--- config.mk ---
export PLATFORM = sky130hd
export DESIGN_NAME = mem_access_unit
export DESIGN_NICKNAME = d
export VERILOG_FILES = /design/src/rtl/mem_access_unit_pkg.sv /design/src/rtl/mem_access_unit_load_extend.sv /design/src/rtl/mem_access_unit.sv
export SDC_FILE = /design/constraint.sdc
export NUM_CORES = 1
export LEC_CHECK = 0
export CAP_MARGIN = 30
export CORE_MARGIN = 3
export CORE_UTILIZATION = 40
export DETAILED_ROUTE_END_ITERATION = 8
export GPL_ROUTABILITY_DRIVEN = 1
export PLACE_DENSITY = 0.76
export REMOVE_ABC_BUFFERS = 1
export SLEW_MARGIN = 20
export SYNTH_ARGS = -nofsm -noshare
export SYNTH_HDL_FRONTEND = slang
export SYNTH_SLANG_ARGS = --single-unit
--- constraint.sdc ---
create_clock -name clk_i -period 2.1 [get_ports clk_i]
set_clock_uncertainty 0.1 [all_clocks]
set_input_delay 0.21 -clock clk_i [delete_from_list [all_inputs] [get_ports clk_i]]
set_output_delay 0.21 -clock clk_i [all_outputs]
set_load 0.005 [all_outputs]
--- src/rtl/mem_access_unit_pkg.sv ---
// Shared types and constants for the MEM-stage data-memory controller.
package mem_access_unit_pkg;

  typedef enum logic [1:0] {
    ST_IDLE = 2'd0,
    ST_REQ  = 2'd1,
    ST_DONE = 2'd2
  } state_t;

  localparam logic [2:0] F3_B  = 3'b000;
  localparam logic [2:0] F3_H  = 3'b001;
  localparam logic [2:0] F3_W  = 3'b010;
  localparam logic [2:0] F3_BU = 3'b100;
  localparam logic [2:0] F3_HU = 3'b101;

  localparam int TIMEOUT_MAX = 255;

  // funct3[1:0] carries the access size: 00 byte, 01 half, 1x word.
  function automatic logic is_misaligned(input logic [2:0] f3, input logic [1:0] a);
    logic mis;
    case (f3[1:0])
      2'b00:   mis = 1'b0;
      2'b01:   mis = a[0];
      default: mis = (a != 2'b00);
    endcase
    return mis;
  endfunction

endpackage

--- src/rtl/mem_access_unit_load_extend.sv ---
// Selects the addressed byte/half lane of a read word and sign/zero-extends it.
module mem_access_unit_load_extend
  import mem_access_unit_pkg::*;
(
  input  logic [31:0] rdata,
  input  logic [1:0]  addr_lo,
  input  logic [2:0]  funct3,
  output logic [31:0] data
);

  logic [31:0] shifted;

  assign shifted = rdata >> {addr_lo, 3'b000};

  always_comb begin
    data = rdata;
    case (funct3)
      F3_B:    data = {{24{shifted[7]}}, shifted[7:0]};
      F3_BU:   data = {24'd0, shifted[7:0]};
      F3_H:    data = {{16{shifted[15]}}, shifted[15:0]};
      F3_HU:   data = {16'd0, shifted[15:0]};
      default: data = rdata;
    endcase
  end

endmodule

--- src/rtl/mem_access_unit.sv ---
// MEM-stage controller: turns load/store control into a req/ack memory transaction
// and stalls until it completes. Define MEM_TIMEOUT_EN to abort requests after 255 cycles.
module mem_access_unit
  import mem_access_unit_pkg::*;
#(
  parameter int ADDR_W = 32,
  parameter int DATA_W = 32
) (
  input  logic              clk_i,
  input  logic              rst_i,
  input  logic              MemRead_i,
  input  logic              MemWrite_i,
  input  logic [2:0]        funct3_i,
  input  logic [ADDR_W-1:0] ALUrslt_i,
  input  logic [DATA_W-1:0] WriteData_i,
  output logic              stall_o,
  output logic [DATA_W-1:0] ReadData_o,
  output logic              misalign_o,
  output logic              mem_req_o,
  output logic              mem_we_o,
  output logic [ADDR_W-1:0] mem_addr_o,
  output logic [3:0]        mem_be_o,
  output logic [DATA_W-1:0] mem_wdata_o,
  input  logic              mem_ack_i,
  input  logic [DATA_W-1:0] mem_rdata_i
`ifdef MEM_TIMEOUT_EN
  ,
  output logic              timeout_o
`endif
);

  state_t            state_reg, state_next;
  logic [ADDR_W-1:0] addr_reg;
  logic [3:0]        be_reg;
  logic [DATA_W-1:0] wdata_reg;
  logic              we_reg;
  logic [2:0]        f3_reg;
  logic [DATA_W-1:0] read_data_reg;
  logic              misalign_reg;

  logic              acc;
  logic              mis;
  logic              abort;
  logic [3:0]        be_calc;
  logic [DATA_W-1:0] wdata_calc;
  logic [DATA_W-1:0] load_data;

  assign acc = MemRead_i | MemWrite_i;
  assign mis = is_misaligned(funct3_i, ALUrslt_i[1:0]);

  always_comb begin
    case (funct3_i[1:0])
      2'b00:   be_calc = 4'b0001 << ALUrslt_i[1:0];
      2'b01:   be_calc = 4'b0011 << ALUrslt_i[1:0];
      default: be_calc = 4'b1111;
    endcase
  end

  // Lane replication: every byte lane carries the byte/half that could land there.
  genvar gi;
  generate
    for (gi = 0; gi < 4; gi++) begin : g_lane
      assign wdata_calc[gi*8 +: 8] =
        (funct3_i[1:0] == 2'b00) ? WriteData_i[7:0] :
        (funct3_i[1:0] == 2'b01) ? WriteData_i[(gi%2)*8 +: 8] :
                                   WriteData_i[gi*8 +: 8];
    end
  endgenerate

  mem_access_unit_load_extend u_load_extend (
    .rdata   (mem_rdata_i),
    .addr_lo (addr_reg[1:0]),
    .funct3  (f3_reg),
    .data    (load_data)
  );

`ifdef MEM_TIMEOUT_EN
  logic [7:0] cnt_reg;
  logic       timeout_reg;

  assign abort     = (state_reg == ST_REQ) && !mem_ack_i && (cnt_reg == 8'(TIMEOUT_MAX - 1));
  assign timeout_o = timeout_reg;

  always_ff @(posedge clk_i or negedge rst_i) begin
    if (!rst_i) begin
      cnt_reg     <= '0;
      timeout_reg <= 1'b0;
    end else begin
      cnt_reg <= (state_reg == ST_REQ) ? cnt_reg + 8'd1 : 8'd0;
      if (abort)
        timeout_reg <= 1'b1;
    end
  end
`else
  assign abort = 1'b0;
`endif

  always_ff @(posedge clk_i or negedge rst_i) begin
    if (!rst_i)
      state_reg <= ST_IDLE;
    else
      state_reg <= state_next;
  end

  always_comb begin
    state_next = state_reg;
    case (state_reg)
      ST_IDLE: if (acc) state_next = mis ? ST_DONE : ST_REQ;
      ST_REQ:  if (mem_ack_i || abort) state_next = ST_DONE;
      ST_DONE: state_next = ST_IDLE;
      default: state_next = ST_IDLE;
    endcase
  end

  always_comb begin
    stall_o   = 1'b0;
    mem_req_o = 1'b0;
    case (state_reg)
      ST_IDLE: stall_o = acc;
      ST_REQ: begin
        stall_o   = 1'b1;
        mem_req_o = 1'b1;
      end
      default: stall_o = 1'b0;
    endcase
  end

  always_ff @(posedge clk_i or negedge rst_i) begin
    if (!rst_i) begin
      addr_reg      <= '0;
      be_reg        <= '0;
      wdata_reg     <= '0;
      we_reg        <= 1'b0;
      f3_reg        <= '0;
      read_data_reg <= '0;
      misalign_reg  <= 1'b0;
    end else begin
      if (state_reg == ST_IDLE && acc) begin
        if (mis) begin
          misalign_reg  <= 1'b1;
          read_data_reg <= '0;
        end else begin
          addr_reg  <= ALUrslt_i;
          be_reg    <= be_calc;
          wdata_reg <= wdata_calc;
          we_reg    <= MemWrite_i & ~MemRead_i;
          f3_reg    <= funct3_i;
        end
      end else if (state_reg == ST_REQ) begin
        if (mem_ack_i && !we_reg)
          read_data_reg <= load_data;
        else if (abort)
          read_data_reg <= '0;
      end
    end
  end

  assign mem_we_o    = we_reg;
  assign mem_addr_o  = {addr_reg[ADDR_W-1:2], 2'b00};
  assign mem_be_o    = be_reg;
  assign mem_wdata_o = wdata_reg;
  assign ReadData_o  = read_data_reg;
  assign misalign_o  = misalign_reg;

endmodule
==> flow_metrics.env <==
export IMPL_timing_max_cap_violations=0
export IMPL_cp_data_required_time_ps=2240
export IMPL_insertion_delay_ps=350
export IMPL_timing_final_setup_violations=0
export IMPL_detailroute_via_count=4836
export IMPL_synth_warning_count=0
export IMPL_regToRegEndpoint="ReadData_o[24]"
export IMPL_seq_area_frac_synth_pct=50.7
export IMPL_synthToLayoutAreaGrowth_pct=46.8
export IMPL_die_w_um=121
export IMPL_antenna_found_initial=0
export IMPL_slowest_stage="sky130_fd_sc_hd__dfrtp_1"
export IMPL_synth_main_ff_cell="sky130_fd_sc_hd__dfrtp_1"
export IMPL_regToRegStartpoint="addr_reg[1]"
export IMPL_synth_top_cells_by_area="sky130_fd_sc_hd__dfrtp_1 (51%), sky130_fd_sc_hd__nand2_1 (12%), sky130_fd_sc_hd__buf_4 (4.8%), sky130_fd_sc_hd__mux2i_1 (4.5%), sky130_fd_sc_hd__a221o_1 (3.4%)"
export IMPL_cts_buffers_inserted=9
export IMPL_place_detailed_hpwl_mm=12.5
export IMPL_layout_drive_gt1_share_pct=8.87
export IMPL_final_setup_tns_ps=0
export IMPL_p_total_mw=9.76
export IMPL_initial_core_util_pct=41.3
export IMPL_ir_drop_mv=0.798
export IMPL_proportion_of_synthesized_area_in_mux_cells_pct=5.40
export IMPL_syn_cell_area_mm2=0.00528
export IMPL_crit_path_launch_type="flip-flop"
export IMPL_cts_resized=0
export IMPL_synth_top_cell_area_share_pct=50.7
export IMPL_final_cell_area_mm2=0.00775
export IMPL_die_h_um=121
export IMPL_synth_ff_latch_count=107
export IMPL_run_status="finished, final reports clean"
export IMPL_port_buffers=205
export IMPL_worst_setup_path_startpoint="addr_reg[1]"
export IMPL_layoutNonFillerInstCount=916
export IMPL_design_final_nets=843
export IMPL_timing_critical_path_to_type="flip-flop"
export IMPL_routed_via_density=5.28
export IMPL_post_route_drc_count=0
export IMPL_place_gp_congestion=0.886
export IMPL_endpoint="ReadData_o[24]"
export IMPL_slowest_delay_ps=460
export IMPL_synth_edf_count=0
export IMPL_worst_slew_margin_rel_pct=62.1
export IMPL_rr_worst_depth=6
export IMPL_drt_pre_antenna_iters=5
export IMPL_final_common_cell="sky130_fd_sc_hd__clkdlybuf4s50_1"
export IMPL_ant_nets=0
export IMPL_timing_critical_path_fanout_max=16
export IMPL_instance_count_of_the_mapped_netlist=555
export IMPL_critPathArrivalTime_ps=2090
export IMPL_yosys_area_top_type="sky130_fd_sc_hd__dfrtp_1"
export IMPL_reg2reg_slack_ps=150
export IMPL_layout_common_cells="sky130_fd_sc_hd__clkdlybuf4s50_1 (204), sky130_fd_sc_hd__nand2_1 (163), sky130_fd_sc_hd__dfrtp_1 (107)"
export IMPL_drt_iter0_markers=431
export IMPL_pin_count_of_the_biggest_net_entering_global_routing=67
export IMPL_synth_fa_ha_area_share_pct=0
export IMPL_hold_ws_ps=124
export IMPL_wirelength_mm=16.6
export IMPL_via_count_of_the_first_global_routing_pass=5031
export IMPL_globalRouteOverflowTotal=0
export IMPL_synth_lib_cells_used_distinct=51
export IMPL_cts_root_buf="sky130_fd_sc_hd__clkbuf_16"
export IMPL_routed_len_inst_um=18.1
export IMPL_worst_slack_ps=148
export IMPL_antenna_cells_inserted=0
export IMPL_tritoncts_num_sinks=107
export IMPL_total_die_area_mm2=0.0146
export IMPL_place_ws_ps=22.7
export IMPL_floorplan_io_pins=208
export IMPL_syn_mean_instance_area_um2=9.51
export IMPL_critical_path_cell_chain="buf_4 > mux2i_1 > o211a_1 > nor3_4 > buf_12 > a221o_1"
export IMPL_timing_worst_setup_path_type="reg2reg"
export IMPL_core_region_area_mm2=0.0128
export IMPL_synth_top_family_by_area="simple AND/OR/NAND/NOR gates"
export IMPL_hold_path_class="in2async"
export IMPL_tightest_slew_ps=568
export IMPL_cts_tree="yes"
export IMPL_rows=41
export IMPL_post_dp_cell_area_mm2=0.00746
export IMPL_final_util_pct=60.7
export IMPL_power_leakage_nw=3.53
export IMPL_htreeDepth=3
export IMPL_total_global_route_track_usage_pct=23.1
export IMPL_synth_xor_area_share_pct=0.166
export IMPL_synth_compound_area_share_pct=16.3
export IMPL_synthArstFlopShare_pct=100
export IMPL_slew_viol_final=0
export IMPL_place_detailed_instances=899
export IMPL_fmax_ghz=0.512
export IMPL_powerDensity_mw_per_mm2=1260
export IMPL_grt_setup_unrepaired="false"
export IMPL_clk_pin_slew_ps=80
export IMPL_yosys_area_share_simple_pct=18.6
export IMPL_finalHoldViolCount=0
export IMPL_final_min_period_over_clock_period_pct=93.0
export IMPL_clock_path_buffers=2
export IMPL_global_route_wire_length_before_repair_mm=26.5
export IMPL_clock_period_minus_worst_slack_ps=1950
report_power, final:
group	switching, mW	internal, mW	leakage, nW	total, mW
clock	0.838	0.825	0.134	1.66
sequential	0.636	2.96	1.35	3.59
combinational	1.91	2.59	2.05	4.50
how the worst min path moves through the flow:
| stage | to | slack, ps | cells past startpoint | start |
|---|---|---|---|---|
| floorplan | ReadData_o[0] | -190 | 0 | rst_i |
| global placement | ReadData_o[1] | -60 | 1 | rst_i |
| detailed placement | ReadData_o[3] | -60 | 1 | rst_i |
| CTS | ReadData_o[1] | 110 | 2 | rst_i |
| global route | ReadData_o[17] | 120 | 2 | rst_i |
| finish | ReadData_o[1] | 120 | 2 | rst_i |
what timing repair did:
item	CTS	global route
hold buffers	1	0
setup endpoints to repair	0	0
endpoints found under the hold margin	107	0
setup buffers	0	0
metal layers:
layer  wire length (µm)  share of wire [%]  GRT usage (%)  vias to the layer above
met2               8080                 49           38.4                      239
met5                  0                  0              0                        -
met4                278                1.7           7.72                        0
li1                   -                  -              -                     2227
met1               6500                 39           27.5                     2346
met3               1720                 10           8.76                       24
synth_stat cells, types with 2 or more instances:
| cell type | number |
|---|---|
| sky130_fd_sc_hd__a211o_1 | 7 |
| sky130_fd_sc_hd__a21o_1 | 3 |
| sky130_fd_sc_hd__a21oi_1 | 26 |
| sky130_fd_sc_hd__a221o_1 | 18 |
| sky130_fd_sc_hd__a22o_1 | 10 |
| sky130_fd_sc_hd__a2bb2oi_1 | 2 |
| sky130_fd_sc_hd__buf_2 | 22 |
| sky130_fd_sc_hd__buf_4 | 34 |
| sky130_fd_sc_hd__buf_6 | 3 |
| sky130_fd_sc_hd__clkbuf_1 | 10 |
| sky130_fd_sc_hd__dfrtp_1 | 107 |
| sky130_fd_sc_hd__inv_1 | 4 |
| sky130_fd_sc_hd__inv_2 | 2 |
| sky130_fd_sc_hd__mux2i_1 | 24 |
| sky130_fd_sc_hd__mux4_2 | 2 |
| sky130_fd_sc_hd__nand2_1 | 163 |
| sky130_fd_sc_hd__nand2b_1 | 10 |
| sky130_fd_sc_hd__nand3_1 | 2 |
| sky130_fd_sc_hd__nand3b_1 | 3 |
| sky130_fd_sc_hd__nand4_1 | 2 |
| sky130_fd_sc_hd__nor2_1 | 16 |
| sky130_fd_sc_hd__nor2b_1 | 8 |
| sky130_fd_sc_hd__nor3_1 | 2 |
| sky130_fd_sc_hd__o21ai_0 | 7 |
| sky130_fd_sc_hd__o21ai_1 | 34 |
| sky130_fd_sc_hd__o2bb2ai_1 | 7 |
| sky130_fd_sc_hd__or2_1 | 3 |
critical path: cells and delay by family, from the launching register on:
family	cells	cell delay, ps
AOI/OAI and AO/OA	2	490
DFF	1	460
buffers and inverters	2	410
muxes	1	310
and+or+nand+nor	1	50
cell type report:
class / instances / area, µm²
inverters: 6 / 22.5
flip-flops and latches: 107 / 2680
clock inverters: 7 / 61.3
clock buffers: 9 / 225
repair buffers: 241 / 2400
fillers: 1042 / 5020
well taps: 172 / 215
multi-input cells: 374 / 2150
kinds of logic (layout without fill, tap and decap cells):
family          count (synthesis)  count (layout)
xor+xnor                        1               1
other cells                     1               2
compound gates                124             124
simple gates                  221             221
mux                            26              26
flops                         107             107
buf+inv                        75             263
No activity file was read; power rests on OpenSTA's default activity.
